<file path="config.mk">
export PLATFORM = sky130hd
export DESIGN_NAME = explored_insert
export DESIGN_NICKNAME = d
export VERILOG_FILES = /design/src/rtl/explored_insert.sv
export SDC_FILE = /design/constraint.sdc
export NUM_CORES = 1
export LEC_CHECK = 0
export BUFFER_PORTS_ARGS = -buffer_cell sky130_fd_sc_hd__buf_2
export CAP_MARGIN = 40
export CORE_AREA = 2 2 330 332
export CTS_CLUSTER_DIAMETER = 100
export CTS_CLUSTER_SIZE = 28
export DETAILED_ROUTE_END_ITERATION = 10
export DIE_AREA = 0 0 332 334
export PLACE_DENSITY = 0.47
export SYNTH_ARGS = -nofsm -noshare
export SYNTH_HDL_FRONTEND = slang
export SYNTH_SLANG_ARGS = --single-unit
export TNS_END_PERCENT = 5
</file>
<file path="constraint.sdc">
create_clock -name clk -period 4.75 [get_ports clk]
set_input_delay 0.475 -clock clk [delete_from_list [all_inputs] [get_ports clk]]
set_output_delay 0.475 -clock clk [all_outputs]
set_load 0.02 [all_outputs]
</file>
<file path="src/rtl/explored_insert.sv">
// Inserts a node into the explored-set RAM: scans slots from 0 for a free or matching node_id.
// Optional macro EXPLORED_UPDATE_COST_EN: a cheaper duplicate overwrites the stored node.
module explored_insert #(
  parameter int unsigned MAX_NODES = 255
) (
  input  logic         clk,
  input  logic         reset,
  input  logic         insert,
  input  logic [271:0] new_node,
  input  logic [271:0] read_node,
  output logic [8:0]   read_address,
  output logic         write_enable,
  output logic [8:0]   write_address,
  output logic [271:0] write_data,
  output logic         busy,
  output logic         inserted,
  output logic         duplicate,
  output logic         full,
  output logic         done
);

  localparam int unsigned ADDR_W   = 9;
  localparam int unsigned NODE_W   = 272;
  localparam int unsigned FIELD_W  = 16;
  localparam int unsigned ID_LSB   = 224;
  localparam int unsigned COST_LSB = 192;
  localparam logic [ADDR_W-1:0] LAST_ADDR = ADDR_W'(MAX_NODES - 1);

  typedef enum logic [2:0] {
    IDLE,
    START,
    WAIT_READ,
    READ,
    SET_ADDRESS,
    WRITE,
    DONE
  } state_t;

  state_t              state, state_d;
  logic [NODE_W-1:0]   node_q, node_d;
  logic [ADDR_W-1:0]   read_address_d, write_address_d;
  logic [NODE_W-1:0]   write_data_d;
  logic                write_enable_d, busy_d, done_d;
  logic                inserted_d, duplicate_d, full_d;

  logic [FIELD_W-1:0]  new_id, node_id, slot_id;
  logic [FIELD_W-1:0]  node_cost, slot_cost;
  logic                unused_read_bits;

  assign new_id    = new_node[ID_LSB +: FIELD_W];
  assign node_id   = node_q[ID_LSB +: FIELD_W];
  assign node_cost = node_q[COST_LSB +: FIELD_W];
  assign slot_id   = read_node[ID_LSB +: FIELD_W];
  assign slot_cost = read_node[COST_LSB +: FIELD_W];
  assign unused_read_bits = ^{read_node, node_cost, slot_cost};

  // Next state and next values of every registered output.
  always_comb begin
    state_d         = state;
    node_d          = node_q;
    read_address_d  = read_address;
    write_address_d = write_address;
    write_data_d    = write_data;
    inserted_d      = inserted;
    duplicate_d     = duplicate;
    full_d          = full;

    case (state)
      IDLE: begin
        if (insert) state_d = START;
      end
      START: begin
        node_d         = new_node;
        read_address_d = '0;
        inserted_d     = 1'b0;
        duplicate_d    = 1'b0;
        full_d         = 1'b0;
        state_d        = (new_id == '0) ? DONE : WAIT_READ;
      end
      WAIT_READ: begin
        state_d = READ;
      end
      READ: begin
        if (slot_id == node_id) begin
          duplicate_d = 1'b1;
          state_d     = DONE;
`ifdef EXPLORED_UPDATE_COST_EN
          if (node_cost < slot_cost) begin
            state_d         = WRITE;
            write_address_d = read_address;
            write_data_d    = node_q;
          end
`endif
        end else if (slot_id == '0) begin
          state_d         = WRITE;
          write_address_d = read_address;
          write_data_d    = node_q;
        end else if (read_address < LAST_ADDR) begin
          state_d = SET_ADDRESS;
        end else begin
          // Full scan drains through SET_ADDRESS with the address held at its limit.
          full_d  = 1'b1;
          state_d = SET_ADDRESS;
        end
      end
      SET_ADDRESS: begin
        if (full) begin
          state_d = DONE;
        end else begin
          read_address_d = ADDR_W'(read_address + ADDR_W'(1));
          state_d        = WAIT_READ;
        end
      end
      WRITE: begin
        inserted_d = 1'b1;
        state_d    = DONE;
      end
      DONE: begin
        state_d = IDLE;
      end
      default: begin
        state_d = IDLE;
      end
    endcase

    write_enable_d = (state_d == WRITE);
    done_d         = (state_d == DONE);
    busy_d         = (state_d != IDLE);
  end

  // State and output registers.
  always_ff @(posedge clk) begin
    if (reset) begin
      state         <= IDLE;
      node_q        <= '0;
      read_address  <= '0;
      write_address <= '0;
      write_data    <= '0;
      write_enable  <= 1'b0;
      busy          <= 1'b0;
      done          <= 1'b0;
      inserted      <= 1'b0;
      duplicate     <= 1'b0;
      full          <= 1'b0;
    end else begin
      state         <= state_d;
      node_q        <= node_d;
      read_address  <= read_address_d;
      write_address <= write_address_d;
      write_data    <= write_data_d;
      write_enable  <= write_enable_d;
      busy          <= busy_d;
      done          <= done_d;
      inserted      <= inserted_d;
      duplicate     <= duplicate_d;
      full          <= full_d;
    end
  end

endmodule

</file>
# Yosys cells after proc, flatten, opt, wreduce, memory -nomap -nowiden
# Cells that the tools add are included.
classes:
  bitwise_logic: 1
  n_reduce_logical: 11
  div_mod_pow: 0
  addsub: 1
  n_mux: 15
  n_shift: 0
  magnitude_cmp: 1
  n_eq_ne: 13
  mul: 0
op_table:
  columns: ["op", "n"]
  rows:
  - ["zero test 16 bit", 2]
  - ["one-hot mux 3 bit (6 select lines)", 1]
  - ["one-hot mux 9 bit (2 select lines)", 1]
  - ["equality test 16 bit", 1]
  - ["equality test 3 bit, second input constant", 4]
  - ["!= test 2 bit, second input constant", 5]
  - ["adder 9 x 1 -> 9 bit, second input constant", 1]
  - ["less-than comparator 9 x 8 -> 1 bit, second input constant", 1]
  - ["two-way mux 3 bit", 3]
  - ["two-way mux 9 bit", 1]
  - ["equality test 3 x 2 -> 1 bit, second input constant", 2]
  - ["one-hot mux 1 bit (2 select lines)", 3]
  - ["nonzero test 2 bit", 3]
  - ["two-way mux 1 bit", 5]
  - ["AND reduction 2 bit", 2]
  - ["AND reduction 4 bit", 1]
  - ["equality test 3 x 1 -> 1 bit, second input constant", 1]
  - ["zero test 3 bit", 1]
  - ["AND reduction 3 bit", 1]
  - ["nonzero test 3 bit", 1]
  - ["two-way mux 2 bit", 1]
  - ["inverter 1 bit", 1]
totals:
  latchBits: 0
  mem_bits_rw: 0
  mem_bits_ro: 0
  inputBits: 547
  word_cells: 53
  regBits: 571
  mem_count: 0

# Depth between registers and ports, before layout
# Gate-level depths: netlist of the first run.
depth:
  ltp_word: 5
  mapped_depth: 8
  ltp_nobuf: 5

# Worst setup path after synthesis of the first run
# Ideal clock, no wire load.
synth_timing:
  path_type: "input-to-reg"
  startpoint: "input read_node[228]"
  endpoint: "register write_data[245]"
  t_arrival_ns: 1.902
  setup_slack_ns: 2.716
  stages: 8
  required_ns: 4.618
  setup_time_ns: 0.132
  path_cell_list: "nor4_1 nand2_1 or4_1 buf_2 buf_6 buf_6 o21ai_1 a21oi_1"
synth_via:
  elab_chain_len: 3
synth_lines:
  columns: ["element", "line_no", "rtl"]
  rows:
  - ["from (decl)", "10", "input logic [271:0] read_node,"]
  - ["equality test 16 bit", "84", "if (slot_id == node_id) begin"]
  - ["inverter 1 bit (no line)", null, null]
  - ["AND reduction 3 bit (no line) *", null, null]
  - ["to (signal assigned)", "150", "write_data <= write_data_d;"]
  - ["to (decl)", "14", "output logic [271:0] write_data,"]
# Mark *: on every way between the ends. The rest lies on a longest branch, timed or not.
# A chain may end at the register's enable or synchronous reset.

# Worst setup path after layout of the first run
layout_timing:
  startpoint: "register state[1]"
  endpoint: "register write_data[66]"
layout_via:
  elab_chain_len: 2
layout_lines:
  columns: ["element", "line_no", "rtl"]
  rows:
  - ["from (decl)", "39", "state_t state, state_d;"]
  - ["from (signal assigned)", "146", "state <= state_d;"]
  - ["equality test 3 x 2 -> 1 bit", "68", "case (state)"]
  - ["AND reduction 3 bit (no line)", null, null]
# Every way passes these cells.

==> results of run 1 <==
synthesized netlist by cell type, types with 2 or more instances:
| cell | instances | share of area |
|---|---|---|
| nand3_1 | 281 | 0.067 |
| a211oi_1 | 2 | 0.00072 |
| and4_1 | 2 | 0.00084 |
| nor4_1 | 12 | 0.0036 |
| nor3_1 | 2 | 0.00048 |
| and3_1 | 2 | 0.00060 |
| a22oi_1 | 2 | 0.00072 |
| nand4_1 | 2 | 0.00060 |
| nor2b_1 | 2 | 0.00060 |
| xor2_1 | 22 | 0.0092 |
| nor2_1 | 16 | 0.0029 |
| buf_2 | 12 | 0.0029 |
| buf_6 | 30 | 0.016 |
| dfxtp_1 | 571 | 0.54 |
| nand2_1 | 557 | 0.10 |
| o21ai_0 | 14 | 0.0033 |
| clkbuf_2 | 25 | 0.0060 |
| nand2b_1 | 2 | 0.00060 |
| clkbuf_1 | 174 | 0.031 |
| a21o_1 | 2 | 0.00072 |
| o21ai_1 | 270 | 0.064 |
| buf_1 | 11 | 0.0020 |
| a21oi_1 | 560 | 0.13 |
power by group through the flow:
stage / registers, W / logic, W / clock network, W
finish: 0.00503 / 0.000805 / 0.00323
global route: 0.00505 / 0.000898 / 0.00353
detailed placement: 0.00514 / 0.000696 / 0
global placement: 0.00514 / 0.000682 / 0
CTS: 0.00503 / 0.000821 / 0.00339
floorplan: 0.00511 / 0.000394 / 0
final cells by class:
class                           instances  area [sq um]
Clock inverter                         15           244
Sequential cell                       571         11400
Clock buffer                           33           783
Fill cell                           11978         80000
Tap cell                             1414          1770
Antenna cell                            4          10.0
Multi-Input combinational cell       1767          8360
Inverter                                1          3.75
Timing Repair Buffer                  799          5230
critical path, stage by stage, from the launching register on:
cell	delay, ns
dfxtp_1	0.75
nand2_1	0.32
or4_4	0.85
buf_12	0.31
o21ai_1	0.43
a21oi_1	0.10
through the flow:
step	total power (W)	util	hold slack, ns
after CTS	0.00924	0.258	0.00000405
after floorplan	0.00551	-	0.437
final	0.00907	0.258	0.0506
after detailed placement	0.00583	0.232	0.447
after global placement	0.00582	0.231	0.443
after global routing	0.00948	0.258	0.0119
worst max-delay path by stage:
stage / start / cells after the start / end / slack, ns
after global routing: state[1] / 5 / write_data[73] / 1.43
final: state[1] / 5 / write_data[66] / 1.40
after floorplan: read_node[228] / 8 / write_data[245] / 2.72
after CTS: node_q[225] / 6 / write_data[111] / 1.70
after detailed placement: read_node[225] / 7 / write_data[74] / 1.51
after global placement: read_node[225] / 7 / write_data[4] / 1.50
kinds of logic after synthesis:
| logic type | after synthesis | share of synthesized area |
|---|---|---|
| AND/OR/NAND/NOR | 883 | 0.179 |
| flip-flops | 571 | 0.545 |
| XOR/XNOR | 23 | 0.00960 |
| multiplexers | 1 | 0.000537 |
| buffers and inverters | 253 | 0.0582 |
| AO/OA/AOI/OAI | 859 | 0.207 |
| adder cells (fa/ha/maj) | 1 | 0.000596 |
routing by layer:
metal / vias up / GRT usage
met3: 75 / 0.0495
li1: 9971 / -
met5: - / 0
met2: 516 / 0.229
met4: 16 / 0.0270
met1: 9808 / 0.191
flip-flops by register name, summed over array words and instances (netlist names):
| register | count |
|---|---|
| write_data | 272 |
| full | 1 |
| write_enable | 1 |
| duplicate | 1 |
| node_q | 272 |
| inserted | 1 |
| write_address | 9 |
| read_address | 9 |
| done | 1 |
| state | 3 |
| busy | 1 |
==> results.md, run 1 <==
- Status: completed
- Hold buffers post-CTS: 182
- Post-Place Worst Slack: 1.51 ns
- Vias: 20386
- Max Cap Violations: 0
- Fmax: 298 MHz
- Sw Pwr: 0.00249 W
- CTS clk-pin slew, worst paths: 0.11 ns
- Vias in the first global route: 19824
- Total Die Area: 111000 sq um
- Ratio of cells with drive above 1 in the final layout: 0.211
- Post-CTS setup buffer count: 0
- Die W: 332 um
- Sw frac: 0.275
- Row count: 121
- Final wirelength: 84.6 mm
- Internal power: 0.00658 W
- Power Dens Cells: 326 nW/um^2
- Placed Instance Area: 25000 sq um
- Leakage: 10.6 nW
- DR vias/cell: 4.43
- Yosys cell types: 41
- Post-CTS sizing: 0
- Worst Clk Skew: 0.0535 ns
- Core ar.: 108000 sq um
- Slew headroom: 0.0578
- GRT overflow: 0
- WL met1: 38.8 mm
- Fin cells: 4604
- Sequential power share: 0.555
- Mapped cell area: 21000 sq um
- R2R cell count: 5
- Maximum VDD drop: 292 uV
- Hold Crit Start: new_node[75]
- Crit path launch type: flop
- Drt wl/cell: 18.4 um
- DR iter-0 viols: 1035
- DRT Pass-1 Iters: 5
- Hold path endpoint: node_q[75]
- Number of buffers added on ports: 586
- Crit. End Element: flop
- Most common cell after layout, fill and taps aside: buf_2
- Seq/Total Area, Yosys: 0.545
- Routability cong.: 0.758
- Initial core utilization: 0.195
- Unrepaired setup endpoints after global routing: false
- Most frequent cells in the layout: buf_2, dfxtp_1, a21oi_1
- Post-synth top flop: dfxtp_1
- Antenna violations before repair: 13
- Hpwl dp: 54.7 mm
- WP data arrival: 3.88 ns
- Synthesis-stage register bit count: 571
- Tcrit/Tclk final: 0.706
- Least-Margin Pin Slew: 1.41 ns
- # DRC: 0
- Met2 Routed Length: 37.2 mm
- Root Buffer: clkbuf_16
- Syn-to-layout area delta: 32.6%
- TritonCTS clock tree: yes
- Cells after Synth: 2591
- Met3 Wirelength: 7.27 mm
- Max Slew Vio Count: 0
- Die Ht: 334 um
- H-tree depth: 1
- CP Class: flop to flop
- Hold path depth: 3
- Final min period: 3.35 ns
- R2R Path End: write_data[66]
- Final Hold Viols: 0
- Highest routed metal layer: met5
- Final #Nets: 3719
- Post-synth ARST share: 0
- All-Layer GR Usage: 0.145
- Reg-to-Reg Start: state[1]
- Req. time, crit path: 5.28 ns
- CTS sink cnt: 571
- Final Instance Area: 27800 sq um
- Worst reg-to-reg setup slack: 1.40 ns
- CTS Buf Count: 31
- Worst-skew pair later-pin latency: 0.67 ns
- Clock Power Share: 0.357
- Final WS setup: 1.40 ns
- HP Class: input port to flop
- IO Pins: 843
- Mean Syn Cell Area: 8.10 sq um
- Placed Cells incl. Taps: 4370
- Crit-path max FO: 159
- Post-route ant nets: 0
- Syn nets: 3139
- Setup tns final: 0 ns
- EDFF count, synth: 0
- First-pass GRT wire length: 127 mm
- Largest net degree at the start of global routing: 172
- Clk buf depth: 3
- Comb power frac: 0.089
- Count of final setup violators: 0
- Synth Warn #: 0
Power figures use the tool's default switching activity.
==> run 2: changes to the inputs <==
Clock period 4.75 ns to 3.2 ns, I/O delays scaled along.
==> results.md, run 2 (synthesis gave the netlist of run 1 again) <==
- Least-Margin Pin Slew: 1.07 ns (-0.345 ns)
- Maximum VDD drop: 382 uV (+31%)
- Area of the multi-input gates: 8360 sq um (unchanged)
- Max Slew Vio Count: 0 (unchanged)
- Syn-to-layout area delta: 40.3%
- Routability cong.: 0.768 (+1.2%)
- Final Hold Viols: 0 (unchanged)
- Fill cell count: 11818 (-1.3%)
- GRT overflow: 0 (unchanged)
- Placed Instance Area: 25400 sq um (+1.7%)
- Drt wl/cell: 18.2 um (-0.83%)
- Req. time, crit path: 3.68 ns (-1.60 ns)
- Unrepaired setup endpoints after global routing: false
- Slowest cell on crit path: dfxtp_1
- CP Class: flop to flop
- Hpwl dp: 57.2 mm (+4.6%)
- Total Die Area: 111000 sq um (unchanged)
- CTS sink cnt: 571 (unchanged)
- Final wirelength: 86.5 mm (+2.2%)
- Number of buffers added on ports: 586 (unchanged)
- H-tree depth: 2 (+1)
- Root Buffer: clkbuf_16
- Crit. End Element: flop
- Tot Pwr: 0.0142 W (+57%)
- Fin cells: 4746 (+3.1%)
- Slew headroom: 0.288 (+0.230)
- All-Layer GR Usage: 0.150 (+0.00498)
- IO Pins: 843 (unchanged)
- Count of final setup violators: 0 (unchanged)
- Delay-heaviest family, CP: simple AND/OR/NAND/NOR gates
- CTS Buf Count: 35 (+13%)
- Setup tns final: 0 ns (unchanged)
- Antenna violations before repair: 11 (-2)
- Most frequent cells in the layout: buf_2, dfxtp_1, a21oi_1
- DR vias/cell: 4.40 (-0.63%)
- Max incr delay on CP: 0.69 ns (-0.16 ns)
- Placed Cells incl. Taps: 4407 (+0.85%)
- Most common cell after layout, fill and taps aside: buf_2
- WP buf/inv: 1 (unchanged)
- Largest regs: node_q: 272 flops, write_data: 272 flops
- DR iter-0 viols: 1272 (+23%)
- Core ar.: 108000 sq um (unchanged)
- Power Dens Cells: 483 nW/um^2 (+48%)
- Final Instance Area: 29400 sq um (+5.8%)
- First-pass GRT wire length: 130 mm (+2.2%)
- Initial core utilization: 0.195 (unchanged)
- Max Cap Violations: 0 (unchanged)
- Tcrit/Tclk final: 0.864 (+0.158)
- Post-route ant nets: 0 (unchanged)
- Largest net degree at the start of global routing: 136 (-21%)
- Clk buf depth: 3 (unchanged)
- WP data arrival: 3.25 ns (-0.63 ns)
- Fmax: 362 MHz (+21%)
- Worst Clk Skew: 0.0569 ns (+0.00342 ns)
- Final min period: 2.76 ns (-0.589 ns)
- Crit path launch type: flop
- Vias in the first global route: 20442 (+3.1%)
- Worst-skew pair later-pin latency: 0.64 ns (-0.03 ns)
- Row count: 121 (unchanged)
- DRT Pass-1 Iters: 5 (unchanged)
- Post-CTS setup buffer count: 0 (unchanged)
- Die Ht: 334 um (unchanged)
- Status: completed
- Hold_ws: 0.0846 ns (+0.0339 ns)
- Ratio of cells with drive above 1 in the final layout: 0.217 (+0.00605)
- Final #Nets: 3850 (+3.5%)
- Crit-path max FO: 135 (-15%)
- HP Class: input port to flop
- Die W: 332 um (unchanged)
- # DRC: 0 (unchanged)
- CTS clk-pin slew, worst paths: 0.09 ns (-0.02 ns)
- Leakage: 11.3 nW (+6.9%)
- TritonCTS clock tree: yes
- Critical Path, Cell by Cell: nand2_1 > or4_4 > buf_12 > o21ai_1 > a21oi_1
- Register Area: 11400 sq um (unchanged)
- Vias: 20883 (+2.4%)
-- run 2: path summary, 6_finish.rpt --
kind                    start              end  slack (ns)  cells past startpoint
setup / recovery     state[0]   write_data[77]        0.44                      5
hold / removal         insert     write_enable        0.08                      3
setup reg to reg     state[0]   write_data[77]        0.44                      5
hold reg to reg   node_q[176]  write_data[176]        0.45                      2
-- run 2: final cells by class --
class,count,area share
flip-flops and latches,571,0.388
multi-input cells,1767,0.284
repair buffers,926,0.223
well taps,1414,0.0601
clock buffers,37,0.0311
clock inverters,21,0.0129
diodes,9,0.000765
inverters,1,0.000127
-- run 2: where the power goes --
part           internal, W  leakage (nW)  switching, W  total, W
Combinational     0.000576          6.05      0.000722   0.00130
Clock              0.00238         0.614       0.00308   0.00547
Sequential         0.00733          4.62      0.000135   0.00747
-- run 2: stage by stage --
step / utilization / worst slack [ns]
after floorplan: - / 1.32
after global placement: 0.236 / 0.603
after detailed placement: 0.236 / 0.600
after CTS: 0.273 / 0.667
after global routing: 0.273 / 0.431
final: 0.273 / 0.436
-- run 2: worst register-to-register path, cell delays in order, from the launching register on --
cell and delay (ns):
dfxtp_1 0.69, nand2_1 0.31, or4_4 0.62, buf_12 0.21
o21ai_1 0.73, a21oi_1 0.09
-- run 2: per-layer routing --
layer  routed length [um]  up-vias  track usage
met3                 6810      117       0.0477
li1                     -    10263            -
met2                37100      555        0.227
met1                39700     9938        0.199
met5                   69        -            0
met4                 2860       10       0.0535
-- run 2: repair_timing --
action	in CTS	in global routing
endpoints found under the setup margin	0	0
hold buffers	272	0
resized for setup	0	0
endpoints found under the hold margin	272	0
